==> config.mk <==
export PLATFORM = sky130hd
export DESIGN_NAME = rom_stream_loader
export DESIGN_NICKNAME = d
export VERILOG_FILES = /design/src/rtl/rom_stream_loader.sv
export SDC_FILE = /design/constraint.sdc
export NUM_CORES = 1
export LEC_CHECK = 0
export CAP_MARGIN = 20
export CORE_MARGIN = 2
export CORE_UTILIZATION = 50
export CTS_CLUSTER_SIZE = 8
export DETAILED_ROUTE_END_ITERATION = 16
export DONT_BUFFER_PORTS = 1
export PLACE_DENSITY = 0.74
export SLEW_MARGIN = 5
export SYNTH_ARGS = -nofsm -noshare
export SYNTH_HDL_FRONTEND = slang
export SYNTH_SLANG_ARGS = --single-unit
==> constraint.sdc <==
create_clock -name clk -period 3.3 [get_ports clk]
set_input_delay 0.495 -clock clk [delete_from_list [all_inputs] [get_ports clk]]
set_output_delay 0.495 -clock clk [all_outputs]
set_load 0.05 [all_outputs]
==> src/rtl/rom_stream_loader.sv <==
// rom_stream_loader: assembles DATA_WIDTH words from a valid/ready byte stream
// and pushes them into hack_soc over the load/sck/data/ack handshake. The Hack
// CPU is held in reset until the requested number of words has been delivered.
module rom_stream_loader #(
    parameter int DATA_WIDTH  = 16,
    parameter int COUNT_WIDTH = 16,
    parameter bit MSB_FIRST   = 1'b1,
    parameter int ACK_TIMEOUT = 1023
) (
    input  logic                   clk,
    input  logic                   reset,
    input  logic                   start,
    input  logic [COUNT_WIDTH-1:0] word_count,
    input  logic                   s_valid,
    input  logic [7:0]             s_data,
    output logic                   s_ready,
    output logic                   rom_loader_load,
    output logic                   rom_loader_sck,
    output logic [DATA_WIDTH-1:0]  rom_loader_data,
    input  logic                   rom_loader_ack,
    output logic                   hack_external_reset,
    output logic                   busy,
    output logic                   done,
    output logic                   error,
    output logic [COUNT_WIDTH-1:0] words_loaded
);

    localparam int BPW = DATA_WIDTH / 8;
    localparam int BCW = (BPW > 1) ? $clog2(BPW) : 1;
    localparam int TW  = (ACK_TIMEOUT > 0) ? $clog2(ACK_TIMEOUT + 1) : 1;

    typedef enum logic [2:0] {
        IDLE        = 3'd0,
        ASSEMBLE    = 3'd1,
        PRESENT     = 3'd2,
        WAIT_ACK_HI = 3'd3,
        WAIT_ACK_LO = 3'd4,
        DONE        = 3'd5,
        ERROR       = 3'd6
    } state_t;

    state_t                 state_q, state_d;
    logic [BCW-1:0]         byte_cnt_q, byte_cnt_d;
    logic [DATA_WIDTH-1:0]  shift_q, shift_d;
    logic [DATA_WIDTH-1:0]  data_q, data_d;
    logic [TW-1:0]          tmo_q, tmo_d;
    logic [COUNT_WIDTH-1:0] count_q, count_d;
    logic [COUNT_WIDTH-1:0] words_loaded_q, words_loaded_d;
    logic                   s_ready_q, s_ready_d;
    logic                   load_q, load_d;
    logic                   sck_q, sck_d;
    logic                   hack_reset_q, hack_reset_d;
    logic                   busy_q, busy_d;
    logic                   done_q, done_d;
    logic                   error_q, error_d;

    logic                   start_take;
    logic                   byte_take;
    logic                   last_byte;
    logic                   tmo_expired;
    logic [COUNT_WIDTH-1:0] wl_inc;

    // Place a new byte into the partial word according to the byte order.
    function automatic logic [DATA_WIDTH-1:0] shift_in(
        input logic [DATA_WIDTH-1:0] cur,
        input logic [7:0]            b
    );
        if (MSB_FIRST) begin
            shift_in = (cur << 8) | DATA_WIDTH'(b);
        end else begin
            shift_in = (cur >> 8) | (DATA_WIDTH'(b) << (DATA_WIDTH - 8));
        end
    endfunction

    assign start_take  = start && ((state_q == IDLE) || (state_q == DONE) || (state_q == ERROR));
    assign byte_take   = s_valid && s_ready_q && (state_q == ASSEMBLE);
    assign last_byte   = (byte_cnt_q == BCW'(BPW - 1));
    assign tmo_expired = (tmo_q == TW'(ACK_TIMEOUT));
    assign wl_inc      = (words_loaded_q == count_q) ? words_loaded_q
                                                     : words_loaded_q + COUNT_WIDTH'(1);

    // Next-state decision for the load session.
    always_comb begin
        state_d = state_q;
        case (state_q)
            IDLE, DONE, ERROR: begin
                if (start) begin
                    state_d = (word_count == {COUNT_WIDTH{1'b0}}) ? DONE : ASSEMBLE;
                end else begin
                    state_d = state_q;
                end
            end
            ASSEMBLE: begin
                if (byte_take && last_byte) begin
                    state_d = PRESENT;
                end else begin
                    state_d = ASSEMBLE;
                end
            end
            PRESENT: state_d = WAIT_ACK_HI;
            WAIT_ACK_HI: begin
                if (rom_loader_ack) begin
                    state_d = WAIT_ACK_LO;
                end else if (tmo_expired) begin
                    state_d = ERROR;
                end else begin
                    state_d = WAIT_ACK_HI;
                end
            end
            WAIT_ACK_LO: begin
                if (!rom_loader_ack) begin
                    state_d = (wl_inc == count_q) ? DONE : ASSEMBLE;
                end else if (tmo_expired) begin
                    state_d = ERROR;
                end else begin
                    state_d = WAIT_ACK_LO;
                end
            end
            default: state_d = IDLE;
        endcase
    end

    // Outputs follow the state being entered; datapath and counters update alongside.
    always_comb begin
        s_ready_d      = (state_d == ASSEMBLE);
        load_d         = (state_d == ASSEMBLE) || (state_d == PRESENT) ||
                         (state_d == WAIT_ACK_HI) || (state_d == WAIT_ACK_LO);
        busy_d         = load_d;
        sck_d          = (state_d == WAIT_ACK_HI);
        done_d         = (state_d == DONE);
        error_d        = (state_d == ERROR);
        hack_reset_d   = (state_d != DONE);
        shift_d        = shift_q;
        byte_cnt_d     = byte_cnt_q;
        data_d         = data_q;
        count_d        = count_q;
        words_loaded_d = words_loaded_q;

        if (start_take) begin
            count_d        = word_count;
            words_loaded_d = {COUNT_WIDTH{1'b0}};
            byte_cnt_d     = {BCW{1'b0}};
            shift_d        = {DATA_WIDTH{1'b0}};
        end else if (byte_take) begin
            shift_d = shift_in(shift_q, s_data);
            if (last_byte) begin
                byte_cnt_d = {BCW{1'b0}};
                data_d     = shift_in(shift_q, s_data);
            end else begin
                byte_cnt_d = byte_cnt_q + BCW'(1);
            end
        end else if ((state_q == WAIT_ACK_LO) && !rom_loader_ack) begin
            words_loaded_d = wl_inc;
        end else begin
            words_loaded_d = words_loaded_q;
        end

        // The ack timer restarts whenever a wait state is entered.
        if (state_d != state_q) begin
            tmo_d = {TW{1'b0}};
        end else if ((state_q == WAIT_ACK_HI) || (state_q == WAIT_ACK_LO)) begin
            tmo_d = tmo_q + TW'(1);
        end else begin
            tmo_d = {TW{1'b0}};
        end
    end

    // State, datapath and output registers with synchronous reset.
    always_ff @(posedge clk) begin
        if (reset) begin
            state_q        <= IDLE;
            byte_cnt_q     <= {BCW{1'b0}};
            shift_q        <= {DATA_WIDTH{1'b0}};
            data_q         <= {DATA_WIDTH{1'b0}};
            tmo_q          <= {TW{1'b0}};
            count_q        <= {COUNT_WIDTH{1'b0}};
            words_loaded_q <= {COUNT_WIDTH{1'b0}};
            s_ready_q      <= 1'b0;
            load_q         <= 1'b0;
            sck_q          <= 1'b0;
            hack_reset_q   <= 1'b1;
            busy_q         <= 1'b0;
            done_q         <= 1'b0;
            error_q        <= 1'b0;
        end else begin
            state_q        <= state_d;
            byte_cnt_q     <= byte_cnt_d;
            shift_q        <= shift_d;
            data_q         <= data_d;
            tmo_q          <= tmo_d;
            count_q        <= count_d;
            words_loaded_q <= words_loaded_d;
            s_ready_q      <= s_ready_d;
            load_q         <= load_d;
            sck_q          <= sck_d;
            hack_reset_q   <= hack_reset_d;
            busy_q         <= busy_d;
            done_q         <= done_d;
            error_q        <= error_d;
        end
    end

    assign s_ready             = s_ready_q;
    assign rom_loader_load     = load_q;
    assign rom_loader_sck      = sck_q;
    assign rom_loader_data     = data_q;
    assign hack_external_reset = hack_reset_q;
    assign busy                = busy_q;
    assign done                = done_q;
    assign error               = error_q;
    assign words_loaded        = words_loaded_q;

endmodule

After elaboration in Yosys (flattened, before gate mapping)
Cells that the tools add are included. Widths: inputs -> output; s select.

Input port bits: 29. Word-level logic and storage cells: 67. Output and inout port bits: 39. Register bits after elaboration: 76.

Reduce and logical (&&, ||, !) cells: 19. Add/subtract/negate cells: 3. Bitwise logic cells: 4. Muxes and demuxes: 11. Equal/unequal tests: 17.

Operators by type and width (count): $eq 16x16->1 (2); $eq 3x3->1 const B (6); $mux 3 (6); $add 16x1->16 const B (1); $logic_not 16->1 (1); $mux 16 (1); $or 16x8->16 (1); $pmux 3 s5 (1); $eq 3x2->1 const B (4); $add 10x1->10 const B (1); $eq 10x10->1 const B (1); $eq 3x1->1 const B (2); $logic_or 1x1->1 (6); $reduce_or 3->1 (2); $logic_and 1x1->1 (5); $mux 2 (2); $logic_not 3->1 (1); $ne 3x3->1 (1); $ne 3x3->1 const B (1); $not 1->1 (3); $reduce_and 3->1 (1); $reduce_and 2->1 (1); $reduce_or 2->1 (1); $add 1x1->1 const B (1); 2 further kinds (2).

Longest topological paths before layout
Gate-level depths: netlist of run 1.

Depth after elaboration: 10. Mapped depth: 10. Depth with buffers taken out: 8.

Worst setup path after synthesis of run 1
OpenSTA, ideal clock, no wires.

Path type: register to register. Start: register words_loaded_q[0] (netlist: words_loaded[0]). End: register error_q (netlist: error). Buffers on the path: 0. Stages on the path, launching flop included: 9. Slack: 550 ps. Arrival: 2689 ps. Required time: 3240 ps. Setup time: 60 ps. Clock period less this slack: 2750 ps. Cells stage by stage: dfxtp_1 -> ha_1 -> and3_2 -> and3_1 -> nand3_1 -> a2111oi_1 -> nor3_1 -> o31ai_2 -> and3_1.

Word-level cells in the longest chain between the ends: 7. Elaborated cells on any way between the ends: 8. Those cells by class: 1 x add/sub; 3 x eq/ne; 4 x mux.

RTL lines: from (decl) (line 48) `logic [COUNT_WIDTH-1:0] words_loaded_q, words_loaded_d;`; from (signal assigned) (line 177) `words_loaded_q <= {COUNT_WIDTH{1'b0}};`; from (signal assigned) (line 192) `words_loaded_q <= words_loaded_d;`; $add 16x1->16 / $eq 16x16->1 (equally long branches) (line 80, 79); $mux 16 (*) (line 79) `assign wl_inc = (words_loaded_q == count_q) ? words_loaded_q`; $eq 16x16->1 (*) (line 112) `state_d = (wl_inc == count_q) ? DONE : ASSEMBLE;`; $mux 3 (*) (line 112); $mux 3 (*) (line 111) `if (!rom_loader_ack) begin`; $pmux 3 s5 (*) (line 85) `case (state_q)`; $eq 3x3->1 (*) (line 131) `error_d = (state_d == ERROR);`; to (signal assigned) (line 199) `error_q <= error_d;`; to (decl) (line 55) `logic error_q, error_d;`.

Every way passes the cells marked *; elsewhere a longest branch is shown, timed or not. A chain may end at the register's enable or synchronous reset.

Final worst setup path of run 1
Start: register state_q[0]. End: register tmo_q[6].

Word-level cells in the longest chain between the ends: 7. Elaborated cells on any way between the ends: 17. Those cells by class: 7 x eq/ne; 3 x mux; 1 x bitwise; 6 x reduce/logical.

RTL lines: from (decl) (line 42) `state_t state_q, state_d;`; from (signal assigned) (line 186) `state_q <= state_d;`; $eq 3x1->1 (line 76, 85); $logic_and 1x1->1 (line 76) `assign byte_take = s_valid && s_ready_q && (state_q == ASSEMBLE);`; $logic_and 1x1->1 (line 94) `if (byte_take && last_byte) begin`; $mux 2 (line 94); $pmux 3 s5 (line 85); $ne 3x3->1 (line 159) `if (state_d != state_q) begin`; $reduce_or 3->1 (no line) (*); to (signal assigned) (line 175) `tmo_q <= {TW{1'b0}};`; to (signal assigned) (line 190) `tmo_q <= tmo_d;`; to (decl) (line 46) `logic [TW-1:0] tmo_q, tmo_d;`.

Marks and branches as above.

==> flow_summary.yaml, run 1 <==
detailed_routing:
  drc: 0
  first_pass_iters: 4
  wl_per_cell_um: 14.64
  first_iter_violations: 205
  vias_per_cell: 5.555
  ant_nets: 0
  wl_um: 7864
  routed-via-count: 2983
pwr:
  power.density_nw_per_um2: 432.6
  intPower_mw: 1.274
  p_seq_share_pct: 55.2
  leakagePower_nw: 1.499
  net-switching-power_uw: 461.3
  comb_power_share_pct: 7.0
  clkPwrFrac_pct: 37.8
  switching_share_pct: 26.59
  total_power_mw: 1.735
  vdd_ir_drop_max_uv: 243.6
floorplanning:
  core_um2: 7137
  rows: 31
  floorplan.initialDensity_pct: 50.91
  io_pins: 68
  fp.dieH_um: 89.25
  die_area_um2: 7965
  die_w_um: 89.25
clock_tree:
  cts_tree: "built"
  h-tree-depth: 3
  ctsResizeCount: 0
  path_clk_slew_ps: 90
  numCtsBuffers: 9
  clock_sinks: 76
  worstSkewPairLatency_ps: 350
  postCtsSetupBuffers: 0
  cts_hold_buffers: 0
  cts-root-buf: "clkbuf_8"
  cts_buffer_depth: 2
timing:
  skew_ps: 5.855
  post-route-period-util_pct: 86.12
  worst_pin_slew_ps: 1002
  setup_violations: 0
  max_freq_ghz: 0.3519
  hold_violations: 0
  rsz0062_at_grt: "false"
  fin_crit_ps: 2842
  fin_setup_tns_ps: 0
  max_slew_margin_pct: 33.18
  whs_ps: 198.3
  report.final.slew_viol_count: 0
  final.setup.worst_slack_ps: 458.0
place:
  place_area_um2: 3827
  place_inst: 521
  dp_slack_ps: 458.4
  gp_congestion: 0.9306
  place_hpwl_um: 5960
  port_buffers: 0
critical_path:
  critPathArrivalTime_ps: 3130
  crit_type: "flop to flop"
  cp_max_fo: 18
  cp-start-kind: "flop"
  cpMaxStageDelayCell: "and3_1"
  slowest_delay_ps: 600
  cp.required_ps: 3580
  cp-end-kind: "flop"
  path_cells: "nor2b_1 > and3_1 > o21ai_0 > a22oi_1 > xor2_1 > nand3_1 > nor2_1"
global_routing:
  antenna_found_initial: 0
  grt_max_degree: 43
  grt.overflow.total: 0
  grt_usage_pct: 20.75
  grt_pass1_wl_um: 12740
  grt_pass1_vias: 2811
synth:
  seq_area_frac_synth_pct: 41.87
  netlist.area_leader.share_pct: 41.87
  yosys.area.top_type: "dfxtp_1"
  synthesis.instances: 423
  yosysWarnings: 0
  syn-num-nets: 454
  netlist_top_cells_area: "dfxtp_1 42%, mux2i_1 7.4%, xnor2_1 6.7%"
  avgSynthCellArea_um2: 8.590
  synth_cell_types: 48
  synth_top_flop_cell: "dfxtp_1"
  synth.cell_area_um2: 3633
  synth_edf_count: 0
  synthArstFlopShare_pct: 0
  ys_ff_latch: 76
cells_and_area:
  post-route-util_pct: 56.19
  fill_cells: 680
  fin_cells: 537
  nets: 464
  layout_common_cells: "76 x dfxtp_1, 63 x nor2_1, 55 x nand2_1, 28 x xnor2_1, 27 x mux2i_1"
  design_area_um2: 4010
  mostFrequentLayoutCell: "dfxtp_1"
  drive_gt1_share_pct: 11.42
  areaGrowthSynthToFinish_pct: 10.37
  antenna_cells: 0
run:
  timing.max_cap.violations: 0
status:
  status: "complete, no violations"
hold_path:
  hold_path.class: "input pin to flop"
[worst paths after layout]
kind | start | to | slack (ps) | cells after the start
worst min-delay path | reset | rom_loader_data[11] | 200 | 1
worst min register to register | shift_q[7] | rom_loader_data[15] | 450 | 2
worst max-delay path | state_q[0] | tmo_q[6] | 460 | 7
worst max register to register | state_q[0] | tmo_q[6] | 460 | 7
[cells in the mapped netlist (3+ instances only)]
cell type,count
nor2b_1,5
nand3_1,12
nand2b_1,3
inv_1,7
xor2_1,20
a21oi_1,20
nor3b_1,3
nor3_1,10
xnor2_1,28
nand4_1,9
dfxtp_1,76
mux2i_1,27
o21ai_0,5
nand2_1,55
clkbuf_1,17
buf_2,4
nor4_1,12
and3_1,5
o22ai_1,3
nor2_1,63
or3_1,4
[layer usage]
metal / GRT usage [%] / share of wire, % / vias to the layer above
met5: 0 / 0 / -
met4: 11.13 / 3.1 / 0
met3: 5.540 / 8.0 / 25
met2: 31.72 / 44 / 125
met1: 26.71 / 45 / 1356
li1: - / - / 1477
[power by group through the flow]
stage               clock network, mW  registers [mW]  logic (mW)
finish                          0.656           0.958       0.121
global route                    0.714           0.962       0.133
CTS                             0.671           0.959       0.120
detailed placement                  0           0.980       0.120
global placement                    0           0.980       0.116
floorplan                           0           0.973       0.110
[critical path: cells and delay by family, from the launching register on]
| family | cells | cell delay (ps) |
|---|---|---|
| AOI/OAI and AO/OA | 2 | 640 |
| and+or+nand+nor | 4 | 1390 |
| DFF | 1 | 530 |
| xor gates and xnor gates | 1 | 210 |
[sequential cells by signal (all words and copies together), names as in the netlist]
register and count:
rom_loader_sck 1, shift_q 8, busy 1, done 1, s_ready 1, count_q 16, tmo_q 10, byte_cnt_q 1
words_loaded 16, error 1, state_q 3, hack_external_reset 1, rom_loader_data 16
[cell type report]
cell class | count | area, um2 | area share, %
timing repair buffer | 22 | 165.2 | 4.119
tap | 99 | 123.9 | 3.089
clock inverter | 7 | 58.81 | 1.466
sequential | 76 | 1521 | 37.94
multi-input combinational | 317 | 1991 | 49.64
inverter | 7 | 26.28 | 0.6552
clock buffer | 9 | 123.9 | 3.089
[cells by family after synthesis]
family          count (synthesis)  synth area share, %
compound gates                 43                7.955
simple gates                  197                27.14
fa+ha+maj                       2               0.6886
flops                          76                41.87
buf+inv                        30                3.340
mux                            27                7.438
xor+xnor                       48                11.57
Power figures use the tool's default switching activity.
==> run 2: changes to the inputs <==
--- a/config.mk
+++ b/config.mk
@@ -11,7 +11,7 @@
 export CTS_CLUSTER_SIZE = 8
 export DETAILED_ROUTE_END_ITERATION = 16
 export DONT_BUFFER_PORTS = 1
-export PLACE_DENSITY = 0.74
+export PLACE_DENSITY = 0.77
 export SLEW_MARGIN = 5
 export SYNTH_ARGS = -nofsm -noshare
 export SYNTH_HDL_FRONTEND = slang
==> constraint.sdc (replaced) <==
create_clock -name clk -period 2.51 [get_ports clk]
set_input_delay 0.3765 -clock clk [delete_from_list [all_inputs] [get_ports clk]]
set_output_delay 0.3765 -clock clk [all_outputs]
set_load 0.05 [all_outputs]
==> flow_summary.yaml, run 2 (synthesis gave the netlist of run 1 again) <==
status:
  status: "complete, no violations"
pwr:
  vdd_ir_drop_max_uv: 458.5
  switching_share_pct: 23.86
  comb_power_share_pct: 7.9
  clkPwrFrac_pct: 42.2
  power.density_nw_per_um2: 590.1
  p_seq_share_pct: 49.9
  net-switching-power_uw: 598.7
  total_power_mw: 2.510
  leakagePower_nw: 1.606
  intPower_mw: 1.911
floorplanning:
  die_area_um2: 7965
  fp.dieH_um: 89.25
  die_w_um: 89.25
  core_um2: 7137
  rows: 31
  floorplan.initialDensity_pct: 50.91
  io_pins: 68
critical_path:
  reg2reg_depth: 8
  cpMaxStageDelayCell: "or4_1"
  timing.rr.start: "count_q[12]"
  crit_type: "flop to flop"
  path_cells: "xnor2_1 > nand4b_1 > nor4_1 > buf_4 > o211a_1 > o221ai_1 > or4_1 > o2111ai_1"
  cp-start-kind: "flop"
  critical_path_buf_inv_count: 1
  startpoint: "count_q[12]"
  crit_family: "simple AND/OR/NAND/NOR gates"
  critical_path_depth: 8
  critPathArrivalTime_ps: 2740
  crit_path_end: "busy"
  slowest_delay_ps: 540
  cp_max_fo: 7
  cp-end-kind: "flop"
  cp.required_ps: 2780
  r2r_slack_ps: 30
  r2r_end: "busy"
clock_tree:
  clock_sinks: 76
  path_clk_slew_ps: 90
  h-tree-depth: 3
  numCtsBuffers: 9
  cts_buffer_depth: 2
  cts_hold_buffers: 0
  cts-root-buf: "clkbuf_8"
  worstSkewPairLatency_ps: 350
  cts_tree: "built"
timing:
  max_freq_ghz: 0.4037
  post-route-period-util_pct: 98.69
  worst_pin_slew_ps: 535.4
  whs_ps: 99.92
  skew_ps: 11.04
  hold_violations: 0
  setup_violations: 0
  fin_setup_tns_ps: 0
  max_slew_margin_pct: 64.26
  fin_crit_ps: 2477
  report.final.slew_viol_count: 0
detailed_routing:
  wl_um: 8604
  routed-via-count: 3082
  first_iter_violations: 259
  ant_nets: 0
  first_pass_iters: 5
  vias_per_cell: 5.624
  wl_per_cell_um: 15.70
  drc: 0
cells_and_area:
  post-route-util_pct: 59.59
  seqCellArea_um2: 1536
  antenna_cells: 0
  fill_cells: 626
  multi_input_area_um2: 2073
  layout_common_cells: "64 x dfxtp_1, 63 x nor2_1, 55 x nand2_1, 32 x buf_4, 27 x mux2i_1"
  nets: 475
  areaGrowthSynthToFinish_pct: 17.05
  drive_gt1_share_pct: 18.93
  mostFrequentLayoutCell: "dfxtp_1"
place:
  place_hpwl_um: 6089
  gp_congestion: 0.9286
  port_buffers: 0
hold_path:
  hold_path.class: "input pin to flop"
global_routing:
  grt.overflow.total: 0
  antenna_found_initial: 0
  grt_max_degree: 43
  grt_pass1_vias: 2879
  grt_pass1_wl_um: 13230
  grt_usage_pct: 21.50
run:
  timing.max_cap.violations: 0
## run 2: metrics by stage
stage | area, um2 | instances | setup slack, ps
global route | 4253 | 548 | -56.93
global placement | 3908 | 528 | 104.6
finish | 4253 | 548 | 32.80
detailed placement | 3908 | 528 | 16.07
floorplan | 3649 | 423 | 17.65
CTS | 4145 | 544 | 62.82
## run 2: final cells by class
type                            count  share of cell area [%]
Sequential cell                    76                   36.13
Inverter                            7                  0.6178
Multi-Input combinational cell    317                   48.75
Tap cell                           99                   2.913
Timing Repair Buffer               33                   6.119
Clock inverter                      6                   2.236
Clock buffer                       10                   3.236
## run 2: worst reg2reg max path: stages (launching register included)
cell       delay, ps
dfxtp_1          460
xnor2_1          190
nand4b_1         170
nor4_1           370
buf_4            220
o211a_1          160
o221ai_1         170
or4_1            540
o2111ai_1        110
## run 2: how the worst min path moves through the flow
stage               start                  end  slack, ps  cells past startpoint
5_1_grt             reset           count_q[1]         80                      1
3_3_place_gp   shift_q[1]   rom_loader_data[9]        430                      2
2_1_floorplan    tmo_q[0]             tmo_q[0]        430                      1
6_report            reset  rom_loader_data[11]        100                      1
3_5_place_dp   shift_q[3]  rom_loader_data[11]        440                      2
4_1_cts             reset   rom_loader_data[0]         70                      1
## run 2: layer usage
metal / vias up / global-route usage, % / wire (um)
met2: 126 / 34.88 / 4040
met5: - / 0 / 0
met1: 1437 / 26.66 / 3721
met3: 21 / 6.279 / 652
li1: 1498 / - / -
met4: 0 / 9.091 / 189
## run 2: timing repair
action,CTS,global route
resized for setup,1,11
setup buffers,0,4
pin swaps,0,2
setup endpoints to repair,2,16
## run 2: power groups by stage
stage	logic [mW]	registers, mW	clock network [mW]
5_1_grt	0.213	1.26	1.12
6_report	0.197	1.25	1.06
2_1_floorplan	0.145	1.28	0
4_1_cts	0.176	1.25	1.07
3_5_place_dp	0.173	1.28	0
3_3_place_gp	0.170	1.28	0
==> run 3: changes to the inputs <==
--- a/config.mk
+++ b/config.mk
@@ -7,11 +7,11 @@
 export LEC_CHECK = 0
 export CAP_MARGIN = 20
 export CORE_MARGIN = 2
-export CORE_UTILIZATION = 50
+export CORE_UTILIZATION = 45
 export CTS_CLUSTER_SIZE = 8
 export DETAILED_ROUTE_END_ITERATION = 16
 export DONT_BUFFER_PORTS = 1
-export PLACE_DENSITY = 0.77
+export PLACE_DENSITY = 0.71
 export SLEW_MARGIN = 5
 export SYNTH_ARGS = -nofsm -noshare
 export SYNTH_HDL_FRONTEND = slang
==> flow_summary.yaml, run 3 (synthesis gave the netlist of run 1 again) <==
floorplanning:
  floorplan.initialDensity_pct: 46.78
  io_pins: 68
  die_w_um: 93.86
  fp.dieH_um: 93.86
  die_area_um2: 8809
  rows: 32
  core_um2: 7767
cells_and_area:
  antenna_cells: 0
  areaGrowthSynthToFinish_pct: 16.39
  mostFrequentLayoutCell: "dfxtp_1"
  drive_gt1_share_pct: 18.49
  fin_cells: 551
  nets: 475
  fill_cells: 697
  layout_common_cells: "64 x dfxtp_1, 63 x nor2_1, 55 x nand2_1, 33 x buf_4, 27 x mux2i_1"
  post-route-util_pct: 54.45
timing:
  worst_pin_slew_ps: 571.3
  report.final.slew_viol_count: 0
  setup_violations: 0
  whs_ps: 89.08
  max_freq_ghz: 0.4163
  post-route-period-util_pct: 95.70
  hold_violations: 0
  skew_ps: 12.14
  max_slew_margin_pct: 61.92
  fin_crit_ps: 2402
  rsz0062_at_grt: "true"
clock_tree:
  cts_tree: "built"
  cts-root-buf: "clkbuf_8"
  path_clk_slew_ps: 90
  h-tree-depth: 3
  worstSkewPairLatency_ps: 350
  numCtsBuffers: 9
  cts_buffer_depth: 2
  cts_hold_buffers: 0
  postCtsSetupBuffers: 0
  clock_sinks: 76
pwr:
  vdd_ir_drop_max_uv: 207.8
  power.density_nw_per_um2: 588.3
  leakagePower_nw: 1.588
detailed_routing:
  first_iter_violations: 217
  vias_per_cell: 5.506
  ant_nets: 0
  wl_per_cell_um: 15.46
  wl_um: 8518
  first_pass_iters: 5
  routed-via-count: 3034
  drc: 0
global_routing:
  antenna_found_initial: 0
  grt_max_degree: 43
  grt_pass1_wl_um: 13460
  grt_pass1_vias: 2889
  grt.overflow.total: 0
  grt_usage_pct: 19.39
critical_path:
  timing.rr.start: "words_loaded[0]"
  cp-start-kind: "flop"
  crit_type: "flop to flop"
  critPathArrivalTime_ps: 2670
  cp.required_ps: 2780
  cp-end-kind: "flop"
  startpoint: "words_loaded[0]"
  cp_max_fo: 11
place:
  place_inst: 535
  gp_congestion: 0.9375
  port_buffers: 0
  place_hpwl_um: 6189
status:
  status: "complete, no violations"
hold_path:
  min_from: "reset"
  hold_path.class: "input pin to flop"
run:
  timing.max_cap.violations: 0
[run 3: repair_timing]
item	in CTS	in global routing
endpoints found under the hold margin	0	0
endpoints found under the setup margin	0	16
resized for setup	0	12
[run 3: path summary, 6_finish.rpt]
kind                         endpoint  slack (ps)  cells past startpoint
setup / recovery                 busy         110                      8
hold / removal     rom_loader_data[1]          90                      1
setup reg to reg                 busy         110                      8
hold reg to reg   rom_loader_data[10]         450                      2
[run 3: cell type report]
class	count	area, um2	share of cell area [%]
clock inverter	6	92.59	2.189
sequential	76	1541	36.45
timing repair buffer	33	247.7	5.858
clock buffer	10	137.6	3.254
tap	102	127.6	3.018
inverter	7	26.28	0.6213
multi-input combinational	317	2056	48.61
[run 3: per-layer routing]
layer	vias up	GRT usage, %	share of wire [%]
met5	-	0	0
met4	0	7.367	0.92
met3	6	6.019	8.2
met2	95	31.01	47
met1	1438	24.44	44
li1	1495	-	-
[run 3: metrics by stage]
stage / setup TNS, ps / total power [mW] / setup slack [ps] / area [um2]
floorplan: 0 / 1.424 / 17.65 / 3649
global placement: 0 / 1.448 / 143.3 / 3929
detailed placement: 0 / 1.452 / 86.82 / 3929
CTS: 0 / 2.496 / 57.65 / 4159
global route: -15.52 / 2.577 / -15.52 / 4229
finish: 0 / 2.488 / 108.0 / 4229
[run 3: where the power goes]
part	leakage, nW	switching, mW	internal (mW)
clock network	0.110	0.460	0.594
logic	0.856	0.106	0.0800
registers	0.623	0.0232	1.22
[run 3: worst max-delay path, cell delays in order (launching register included)]
cell	delay (ps)
dfxtp_2	370
xnor2_1	260
nand4_1	160
nor4_2	300
buf_4	230
o211a_1	170
o221ai_1	170
or4_1	550
o2111ai_1	100
